<file path="src/rtl/contador_sweep_ctrl_if.sv">
// Bus between the sweep sequencer, its CSR/control side and the contador datapath.
// The slave modport is the sequencer's view; the master modport is the environment's view.
interface contador_sweep_ctrl_if #(
  parameter int unsigned WIDTH    = 4,
  parameter int unsigned NSWEEP_W = 8
);

  // Control/CSR side
  logic                start;
  logic                abort;
  logic [NSWEEP_W-1:0] num_sweeps;
  logic                busy;
  logic                done;
  logic [NSWEEP_W-1:0] sweep_idx;
  logic                err;
  logic [7:0]          err_cnt;

  // Counter datapath side
  logic [WIDTH-1:0]    cnt_out;
  logic                cnt_load;
  logic [WIDTH-1:0]    cnt_load_val;
  logic                cnt_en;
  logic                cnt_updown;

  modport slave (
    input  start, abort, num_sweeps, cnt_out,
    output busy, done, sweep_idx, err, err_cnt,
    output cnt_load, cnt_load_val, cnt_en, cnt_updown
  );

  modport master (
    output start, abort, num_sweeps, cnt_out,
    input  busy, done, sweep_idx, err, err_cnt,
    input  cnt_load, cnt_load_val, cnt_en, cnt_updown
  );

endinterface

</file>
<file path="src/rtl/contador_sweep_ctrl.sv">
// Sweep sequencer for the contador up/down counter: loads 0, then drives a programmed
// number of alternating full up/down sweeps while checking cnt_out against an
// internal expected value.
// Optional build macro SWEEP_CHECK_EN: when defined, the cnt_out comparator and the
// err / err_cnt registers are built; otherwise err and err_cnt are tied to 0.
module contador_sweep_ctrl #(
  parameter int unsigned WIDTH    = 4,
  parameter int unsigned NSWEEP_W = 8
) (
  input  logic                  clk,
  input  logic                  reset,
  contador_sweep_ctrl_if.slave  bus
);

  localparam int unsigned ERRCNT_W = 8;
  localparam logic [WIDTH-1:0] MAX = {WIDTH{1'b1}};

  typedef enum logic [2:0] {
    S_IDLE,
    S_LOAD,
    S_UP,
    S_DOWN,
    S_DONE
  } state_e;

  state_e              state_q, state_d;
  logic [WIDTH-1:0]    exp_q, exp_d;
  logic [NSWEEP_W-1:0] nsw_q, nsw_d;
  logic [NSWEEP_W-1:0] sweep_idx_q, sweep_idx_d;
  logic                cnt_load_q, cnt_load_d;
  logic                cnt_en_q, cnt_en_d;
  logic                cnt_updown_q, cnt_updown_d;
  logic                busy_q, busy_d;
  logic                done_q, done_d;
  logic                last_cur_c;
  logic                last_next_c;

  // Next-state / sequencing; registered outputs are decoded from the next state.
  always_comb begin
    state_d      = state_q;
    exp_d        = exp_q;
    nsw_d        = nsw_q;
    sweep_idx_d  = sweep_idx_q;
    cnt_load_d   = 1'b0;
    cnt_en_d     = 1'b0;
    cnt_updown_d = 1'b1;
    busy_d       = 1'b0;
    done_d       = 1'b0;
    last_cur_c   = (NSWEEP_W'(sweep_idx_q + NSWEEP_W'(1)) == nsw_q);

    unique case (state_q)
      S_IDLE: begin
        if (bus.start) begin
          if (bus.num_sweeps != '0) begin
            nsw_d       = bus.num_sweeps;
            sweep_idx_d = '0;
            state_d     = S_LOAD;
          end else begin
            state_d = S_DONE;
          end
        end
      end
      S_LOAD: begin
        if (bus.abort) begin
          state_d = S_IDLE;
        end else begin
          exp_d   = '0;
          state_d = S_UP;
        end
      end
      S_UP: begin
        if (bus.abort) begin
          state_d = S_IDLE;
        end else if (exp_q != MAX) begin
          exp_d = exp_q + WIDTH'(1);
        end else begin
          sweep_idx_d = NSWEEP_W'(sweep_idx_q + NSWEEP_W'(1));
          if (last_cur_c) begin
            state_d = S_DONE;
          end else begin
            exp_d   = MAX - WIDTH'(1);
            state_d = S_DOWN;
          end
        end
      end
      S_DOWN: begin
        if (bus.abort) begin
          state_d = S_IDLE;
        end else if (exp_q != '0) begin
          exp_d = exp_q - WIDTH'(1);
        end else begin
          sweep_idx_d = NSWEEP_W'(sweep_idx_q + NSWEEP_W'(1));
          if (last_cur_c) begin
            state_d = S_DONE;
          end else begin
            exp_d   = WIDTH'(1);
            state_d = S_UP;
          end
        end
      end
      S_DONE: begin
        state_d = S_IDLE;
      end
      default: begin
        state_d = S_IDLE;
      end
    endcase

    // The turn-around cycle of a sweep is the last one when the sweep about to
    // complete brings the index up to the latched request.
    last_next_c = (NSWEEP_W'(sweep_idx_d + NSWEEP_W'(1)) == nsw_d);
    cnt_load_d  = (state_d == S_LOAD);
    busy_d      = (state_d == S_LOAD) || (state_d == S_UP) || (state_d == S_DOWN);
    done_d      = (state_d == S_DONE);
    if (state_d == S_UP) begin
      if (exp_d != MAX) begin
        cnt_en_d     = 1'b1;
        cnt_updown_d = 1'b1;
      end else if (!last_next_c) begin
        cnt_en_d     = 1'b1;
        cnt_updown_d = 1'b0;
      end
    end else if (state_d == S_DOWN) begin
      cnt_updown_d = 1'b0;
      if (exp_d != '0) begin
        cnt_en_d = 1'b1;
      end else if (!last_next_c) begin
        cnt_en_d     = 1'b1;
        cnt_updown_d = 1'b1;
      end
    end
  end

  // State, expected value and output registers.
  always_ff @(posedge clk or negedge reset) begin
    if (!reset) begin
      state_q      <= S_IDLE;
      exp_q        <= '0;
      nsw_q        <= '0;
      sweep_idx_q  <= '0;
      cnt_load_q   <= 1'b0;
      cnt_en_q     <= 1'b0;
      cnt_updown_q <= 1'b1;
      busy_q       <= 1'b0;
      done_q       <= 1'b0;
    end else begin
      state_q      <= state_d;
      exp_q        <= exp_d;
      nsw_q        <= nsw_d;
      sweep_idx_q  <= sweep_idx_d;
      cnt_load_q   <= cnt_load_d;
      cnt_en_q     <= cnt_en_d;
      cnt_updown_q <= cnt_updown_d;
      busy_q       <= busy_d;
      done_q       <= done_d;
    end
  end

`ifdef SWEEP_CHECK_EN
  logic                err_q, err_d;
  logic [ERRCNT_W-1:0] err_cnt_q, err_cnt_d;

  // Comparator: flag any cycle in a sweep where the counter disagrees with exp.
  always_comb begin
    err_d     = err_q;
    err_cnt_d = err_cnt_q;
    if ((state_q == S_IDLE) && bus.start && (bus.num_sweeps != '0)) begin
      err_d     = 1'b0;
      err_cnt_d = '0;
    end else if (((state_q == S_UP) || (state_q == S_DOWN)) && (bus.cnt_out != exp_q)) begin
      err_d = 1'b1;
      if (err_cnt_q != {ERRCNT_W{1'b1}}) begin
        err_cnt_d = err_cnt_q + ERRCNT_W'(1);
      end
    end
  end

  // Error registers.
  always_ff @(posedge clk or negedge reset) begin
    if (!reset) begin
      err_q     <= 1'b0;
      err_cnt_q <= '0;
    end else begin
      err_q     <= err_d;
      err_cnt_q <= err_cnt_d;
    end
  end

  assign bus.err     = err_q;
  assign bus.err_cnt = err_cnt_q;
`else
  logic unused_cnt_out;
  assign unused_cnt_out = ^bus.cnt_out;
  assign bus.err        = 1'b0;
  assign bus.err_cnt    = '0;
`endif

  assign bus.cnt_load     = cnt_load_q;
  assign bus.cnt_load_val = '0;
  assign bus.cnt_en       = cnt_en_q;
  assign bus.cnt_updown   = cnt_updown_q;
  assign bus.busy         = busy_q;
  assign bus.done         = done_q;
  assign bus.sweep_idx    = sweep_idx_q;

endmodule
</file>
<file path="src/flat_wrapper.sv">
// flat-port wrapper written by rule: the top's interface ports become plain ports
module contador_sweep_ctrl_flat 
#(
  parameter int unsigned WIDTH    = 4,
  parameter int unsigned NSWEEP_W = 8
)
  (clk, reset, bus_start, bus_abort, bus_num_sweeps, bus_cnt_out, bus_busy, bus_done, bus_sweep_idx, bus_err, bus_err_cnt, bus_cnt_load, bus_cnt_load_val, bus_cnt_en, bus_cnt_updown);
  contador_sweep_ctrl_if #(.WIDTH(WIDTH), .NSWEEP_W(NSWEEP_W)) bus_i ();
  input  logic clk;
  input  logic reset;
  input wire logic [$bits(bus_i.start)-1:0] bus_start;
  input wire logic [$bits(bus_i.abort)-1:0] bus_abort;
  input wire logic [$bits(bus_i.num_sweeps)-1:0] bus_num_sweeps;
  input wire logic [$bits(bus_i.cnt_out)-1:0] bus_cnt_out;
  output wire logic [$bits(bus_i.busy)-1:0] bus_busy;
  output wire logic [$bits(bus_i.done)-1:0] bus_done;
  output wire logic [$bits(bus_i.sweep_idx)-1:0] bus_sweep_idx;
  output wire logic [$bits(bus_i.err)-1:0] bus_err;
  output wire logic [$bits(bus_i.err_cnt)-1:0] bus_err_cnt;
  output wire logic [$bits(bus_i.cnt_load)-1:0] bus_cnt_load;
  output wire logic [$bits(bus_i.cnt_load_val)-1:0] bus_cnt_load_val;
  output wire logic [$bits(bus_i.cnt_en)-1:0] bus_cnt_en;
  output wire logic [$bits(bus_i.cnt_updown)-1:0] bus_cnt_updown;
  assign bus_i.start = bus_start;
  assign bus_i.abort = bus_abort;
  assign bus_i.num_sweeps = bus_num_sweeps;
  assign bus_i.cnt_out = bus_cnt_out;
  assign bus_busy = bus_i.busy;
  assign bus_done = bus_i.done;
  assign bus_sweep_idx = bus_i.sweep_idx;
  assign bus_err = bus_i.err;
  assign bus_err_cnt = bus_i.err_cnt;
  assign bus_cnt_load = bus_i.cnt_load;
  assign bus_cnt_load_val = bus_i.cnt_load_val;
  assign bus_cnt_en = bus_i.cnt_en;
  assign bus_cnt_updown = bus_i.cnt_updown;
  contador_sweep_ctrl #(.WIDTH(WIDTH), .NSWEEP_W(NSWEEP_W)) u_core (.clk(clk), .reset(reset), .bus(bus_i));
endmodule
</file>
<file path="config.mk">
export PLATFORM = sky130hd
export DESIGN_NAME = contador_sweep_ctrl_flat
export DESIGN_NICKNAME = d
export VERILOG_FILES = /design/src/rtl/contador_sweep_ctrl_if.sv /design/src/rtl/contador_sweep_ctrl.sv /design/src/flat_wrapper.sv
export SDC_FILE = /design/constraint.sdc
export NUM_CORES = 1
export LEC_CHECK = 0
export CAP_MARGIN = 20
export CORE_ASPECT_RATIO = 1.75
export CORE_MARGIN = 1
export CORE_UTILIZATION = 30
export CTS_CLUSTER_SIZE = 10
export DETAILED_ROUTE_END_ITERATION = 8
export PLACE_DENSITY = 0.56
export SLEW_MARGIN = 20
export SYNTH_ARGS = -nofsm -noshare
export SYNTH_HDL_FRONTEND = slang
export SYNTH_SLANG_ARGS = --single-unit
</file>
<file path="constraint.sdc">
create_clock -name clk -period 3.5 [get_ports clk]
set_clock_uncertainty 0.2 [all_clocks]
set_input_delay 0.35 -clock clk [delete_from_list [all_inputs] [get_ports clk]]
set_output_delay 0.35 -clock clk [all_outputs]
set_load 0.005 [all_outputs]
</file>
After elaboration in Yosys (flattened, before gate mapping)
Index checks and enable logic that the tools add are counted.
- bits in registers: 28
- input bits: 16
- output and inout port bits: 26
- word-level logic and storage cells: 68
- add/sub/neg operators: 4
- equality and inequality tests: 11
- multiplexer cells: 38
- reduce and logical (&&, ||, !) cells: 6
- operator list (operator ; number):
    $mux W8 ; 9
    $mux W4 ; 7
    $mux W3 ; 8
    $pmux W8 S3 ; 1
    $add A8 B1 Y8 const B ; 2
    $eq A8 B8 Y1 ; 2
    $eq A3 B2 Y1 const B ; 4
    $pmux W3 S4 ; 1
    $pmux W4 S3 ; 1
    $mux W1 ; 10
    $ne A4 B4 Y1 const B ; 2
    $reduce_bool A4 Y1 ; 2
    $reduce_bool A8 Y1 ; 1
    $eq A3 B1 Y1 const B ; 2
    $add A4 B1 Y4 const B ; 1
    $sub A4 B1 Y4 const B ; 1
    $eq A3 B3 Y1 const B ; 1
    $logic_not A3 Y1 ; 1
    $logic_or A1 B1 Y1 ; 2
    $mux W2 ; 1

Depth between registers and ports, before layout
- depth in word-level cells: 10
- gate-level depth with buffers: 14
- gate-level depth less buffers: 13

Worst setup path before layout
No wires, ideal clock.
- kind: reg-to-reg
- start point: register u_core.exp_q[1]
- end point: register u_core.cnt_en_q (netlist: u_core.bus.cnt_en)
- library setup time: 0.134 ns
- arrival time: 2.868 ns
- required time: 3.166 ns
- slack: 0.298 ns
- cell stages (with the launch flop): 15
- path buffers: 1
- path through: dfrtp_1 > inv_1 > ha_1 > or3b_1 > buf_2 > nor3_4 > o22ai_2 > a22o_1 > ha_1 > o211ai_1 > or3b_1 > mux2i_1 > nor4_2 > and3_1 > a21oi_1
- longest elaborated chain between the ends: 10
- ends and longest elaborated chain (element ; RTL line ; source):
    start, declared ; contador_sweep_ctrl.sv:27 ; logic [WIDTH-1:0] exp_q, exp_d;
    start signal, assigned ; contador_sweep_ctrl.sv:148 ; exp_q <= exp_d;
    $ne A4 B4 Y1 / $reduce_bool A4 Y1 (equally long branches) ; contador_sweep_ctrl.sv:74, contador_sweep_ctrl.sv:89 ;
    $mux W8 (on tied branches) ; contador_sweep_ctrl.sv:74, contador_sweep_ctrl.sv:89 ;
    $mux W8 (on tied branches) ; contador_sweep_ctrl.sv:72, contador_sweep_ctrl.sv:87 ;
    $pmux W8 S3 * ; contador_sweep_ctrl.sv:51 ; unique case (state_q)
    named net u_core.sweep_idx_d[1] ; contador_sweep_ctrl.sv:29 ; logic [NSWEEP_W-1:0] sweep_idx_q, sweep_idx_d;
    $add A8 B1 Y8 * ; contador_sweep_ctrl.sv:111 ; last_next_c = (NSWEEP_W'(sweep_idx_d + NSWEEP_W'(1)) == nsw_d);
    $eq A8 B8 Y1 * ; contador_sweep_ctrl.sv:111 ;
    $mux W1 * ; contador_sweep_ctrl.sv:119, contador_sweep_ctrl.sv:127 ;
    $mux W1 ; contador_sweep_ctrl.sv:125 ; if (exp_d != '0) begin
    $mux W1 ; contador_sweep_ctrl.sv:123 ; end else if (state_d == S_DOWN) begin
    $mux W1 * ; contador_sweep_ctrl.sv:115 ; if (state_d == S_UP) begin
    named net u_core.cnt_en_d ; contador_sweep_ctrl.sv:31 ; logic cnt_en_q, cnt_en_d;
    end signal, assigned ; contador_sweep_ctrl.sv:152 ; cnt_en_q <= cnt_en_d;
    end, declared ; contador_sweep_ctrl.sv:31 ;
The timed path passes the listed nets; every way through them passes the cells marked *.

Final worst setup path
Ends and elaborated chain as after synthesis.

==> results.json <==
{
  "total_power_uw": 2090,
  "antenna_cells": 0,
  "finalSetupViolCount": 0,
  "yosys.area.top_type": "dfrtp_1",
  "dr.first_iter.drc_count": 149,
  "grt_first_pass_wirelength_um": 10300,
  "worstSkewPairLatency_ns": 0.26,
  "power.net_switching_uw": 871,
  "startpoint_type": "register",
  "seqPwrFrac_pct": 25.6,
  "period_needed_ns": 3.35,
  "antenna_found_initial": 0,
  "ys_ff_latch": 28,
  "status": "complete, no violations",
  "wl_per_cell_um": 16.5,
  "async_flop_share_pct": 100,
  "fill_cells": 807,
  "synth-seq-area-share_pct": 29.8,
  "layout.cells.non_filler": 397,
  "place_inst": 389,
  "io_buffers": 24,
  "clkSinkCount": 28,
  "cts_buffers": 3,
  "fin_crit_sh_pct": 95.7,
  "clkPwrFrac_pct": 16.6,
  "combPwrFrac_pct": 57.7,
  "drive_gt1_share_pct": 19.1,
  "yosys_warnings": 0,
  "synthTopCellsByCount": "27 x dfrtp_1, 18 x nor2_1, 17 x a21oi_1",
  "die_h_um": 119,
  "fmax_mhz": 299,
  "core_mm2": 0.00757,
  "dieArea_mm2": 0.00821,
  "worstPathRequired_ns": 3.43,
  "cellPowerDensity_mw_per_mm2": 720,
  "hold_violations": 0,
  "synthCells": 269,
  "cts_root_buf": "clkbuf_16",
  "cts_tree": "done",
  "clock_path_buffers": 2,
  "ir_worst_vdd_mv": 0.330,
  "clk_pin_slew_ns": 0.07,
  "maxSlewViolCount": 0,
  "synth_area_leaders": "dfrtp_1 29%, xnor2_1 5.2%, buf_4 4.1%",
  "drv_cap": 0,
  "place.gp.congestion": 0.863,
  "worst_ep_arrival_time_ns": 3.28,
  "grt_usage_pct": 17.0,
  "cp-end-kind": "register",
  "syn-cell-area_mm2": 0.00235,
  "dr.pass1.iters": 4,
  "hold_class": "input port to asynchronous set/reset pin",
  "synth.avg_cell_area_um2": 8.74,
  "drc": 0,
  "fp-row-count": 42,
  "criticalPathCategory": "register to register",
  "grt.overflow.total": 0,
  "yosysMostFrequentCell": "dfrtp_1",
  "dp_hpwl_um": 5230,
  "layout.nets": 330,
  "grt_max_degree": 29,
  "worst_slew_pin_slew_ns": 0.566,
  "ios": 42,
  "start_util_pct": 31.1,
  "p_int_uw": 1220,
  "vias": 2146,
  "cp_max_fo": 3,
  "slew_headroom_pct": 62.3,
  "postRouteAntennaNets": 0,
  "fp.dieW_um": 68.9,
  "swShare_pct": 41.6,
  "ctsHtreeMaxLevel": 1,
  "yosysTopAreaCellShare_pct": 28.7,
  "drt-vias-per-instance": 5.41,
  "ys_types": 70,
  "grt_pass1_vias": 2105,
  "drt_wl_total_um": 6560,
  "synth_edf_count": 0,
  "p_leak_uw": 0.00127,
  "synth_ff_type": "dfrtp_1",
  "area_delta_synth_final_pct": 23.6
}
-- worst max-delay path, stage by stage, from the launching register on --
cell      delay [ns]
dfrtp_1         0.39
inv_1           0.10
ha_2            0.19
or3b_4          0.40
nor3_4          0.19
o22ai_2         0.10
a22o_1          0.27
ha_1            0.22
o211ai_1        0.17
or3b_1          0.16
mux2i_1         0.07
nor4_2          0.42
and3_1          0.26
a21oi_1         0.08
-- registers in the layout, indices dropped and copies added (netlist names) --
signal and count:
u_core.bus.sweep_idx 8, u_core.nsw_q 8, u_core.exp_q 4, u_core.state_q 3, u_core.bus.busy 1, u_core.bus.cnt_en 1
u_core.bus.cnt_load 1, u_core.bus.cnt_updown 1, u_core.bus.done 1
-- power by group through the flow --
stage,registers [uW],clock network [uW],logic (uW)
finish,536,348,1210
global route,548,368,1320
CTS,538,356,1170
detailed placement,545,0,1160
global placement,543,0,1150
floorplan,500,0,846
-- timing repair --
action                     in CTS  in global routing
hold buffers                    0                  0
setup buffers                   0                  4
hold endpoints to repair        0                  0
setup endpoints to repair       0                  2
resized for setup               0                  5
-- cells by family (layout without fill, tap and decap cells) --
| group | after synthesis | after routing | synth area share [%] |
|---|---|---|---|
| xor+xnor | 21 | 21 | 8.14 |
| fa+ha+maj | 4 | 4 | 2.13 |
| flops | 28 | 28 | 29.8 |
| other cells | 1 | 13 | 0.159 |
| mux | 2 | 2 | 0.904 |
| compound gates | 81 | 81 | 25.7 |
| simple gates | 88 | 88 | 22.9 |
| buf+inv | 44 | 72 | 10.2 |
-- through the flow --
step                      setup TNS, ns  area [um2]  setup slack [ns]  util, %  hold slack (ns)
after floorplan                       0        2400             0.298        -           -0.146
after global placement                0        2750            0.0924     36.4            0.347
after global routing            -0.0266        2910           -0.0197     38.4            0.304
after CTS                             0        2860            0.0402     37.8            0.295
final                                 0        2910             0.150     38.4            0.265
after detailed placement              0        2750            0.0574     36.4            0.352
-- path summary, 6_finish.rpt --
check | start | slack [ns] | depth (start not counted) | end
max in group asynchronous | reset | 2.52 | 2 | u_core.bus.cnt_updown
min in group clk | u_core.nsw_q[7] | 0.37 | 1 | u_core.nsw_q[7]
setup reg to reg | u_core.exp_q[1] | 0.15 | 13 | u_core.bus.cnt_en
hold / removal | reset | 0.27 | 2 | u_core.bus.cnt_en
hold reg to reg | u_core.nsw_q[7] | 0.37 | 1 | u_core.nsw_q[7]
setup / recovery | u_core.exp_q[1] | 0.15 | 13 | u_core.bus.cnt_en
-- metal layers --
metal	vias up	GRT usage, %	wire, um
met5	-	0	0
met4	0	8.67	297
li1	1044	-	-
met2	54	31.9	3790
met3	20	2.01	159
met1	1028	16.9	2310
-- layout by cell type (no fill, tap or decap), types with 4 or more instances in the layout --
cell / n
xor2_1: 6
buf_4: 29
nand3_1: 10
nor4_1: 5
o21ai_0: 12
xnor2_1: 14
conb_1: 13
a21oi_1: 17
dfrtp_1: 26
a31oi_1: 4
nor2_1: 18
nor3_1: 7
inv_1: 14
nand2_1: 14
clkdlybuf4s50_1: 24
a22o_1: 8
and3_1: 4
-- cell type report --
class                           instances  area (um2)  share of cell area (%)
Timing Repair Buffer                   53         458                    15.8
Clock inverter                          1        30.0                    1.03
Sequential cell                        28         703                    24.2
Clock buffer                            3        75.1                    2.58
Tap cell                               88         110                    3.79
Multi-Input combinational cell        209        1470                    50.7
Inverter                               15        56.3                    1.94
Note: power is estimated with default switching activity, not from simulation.
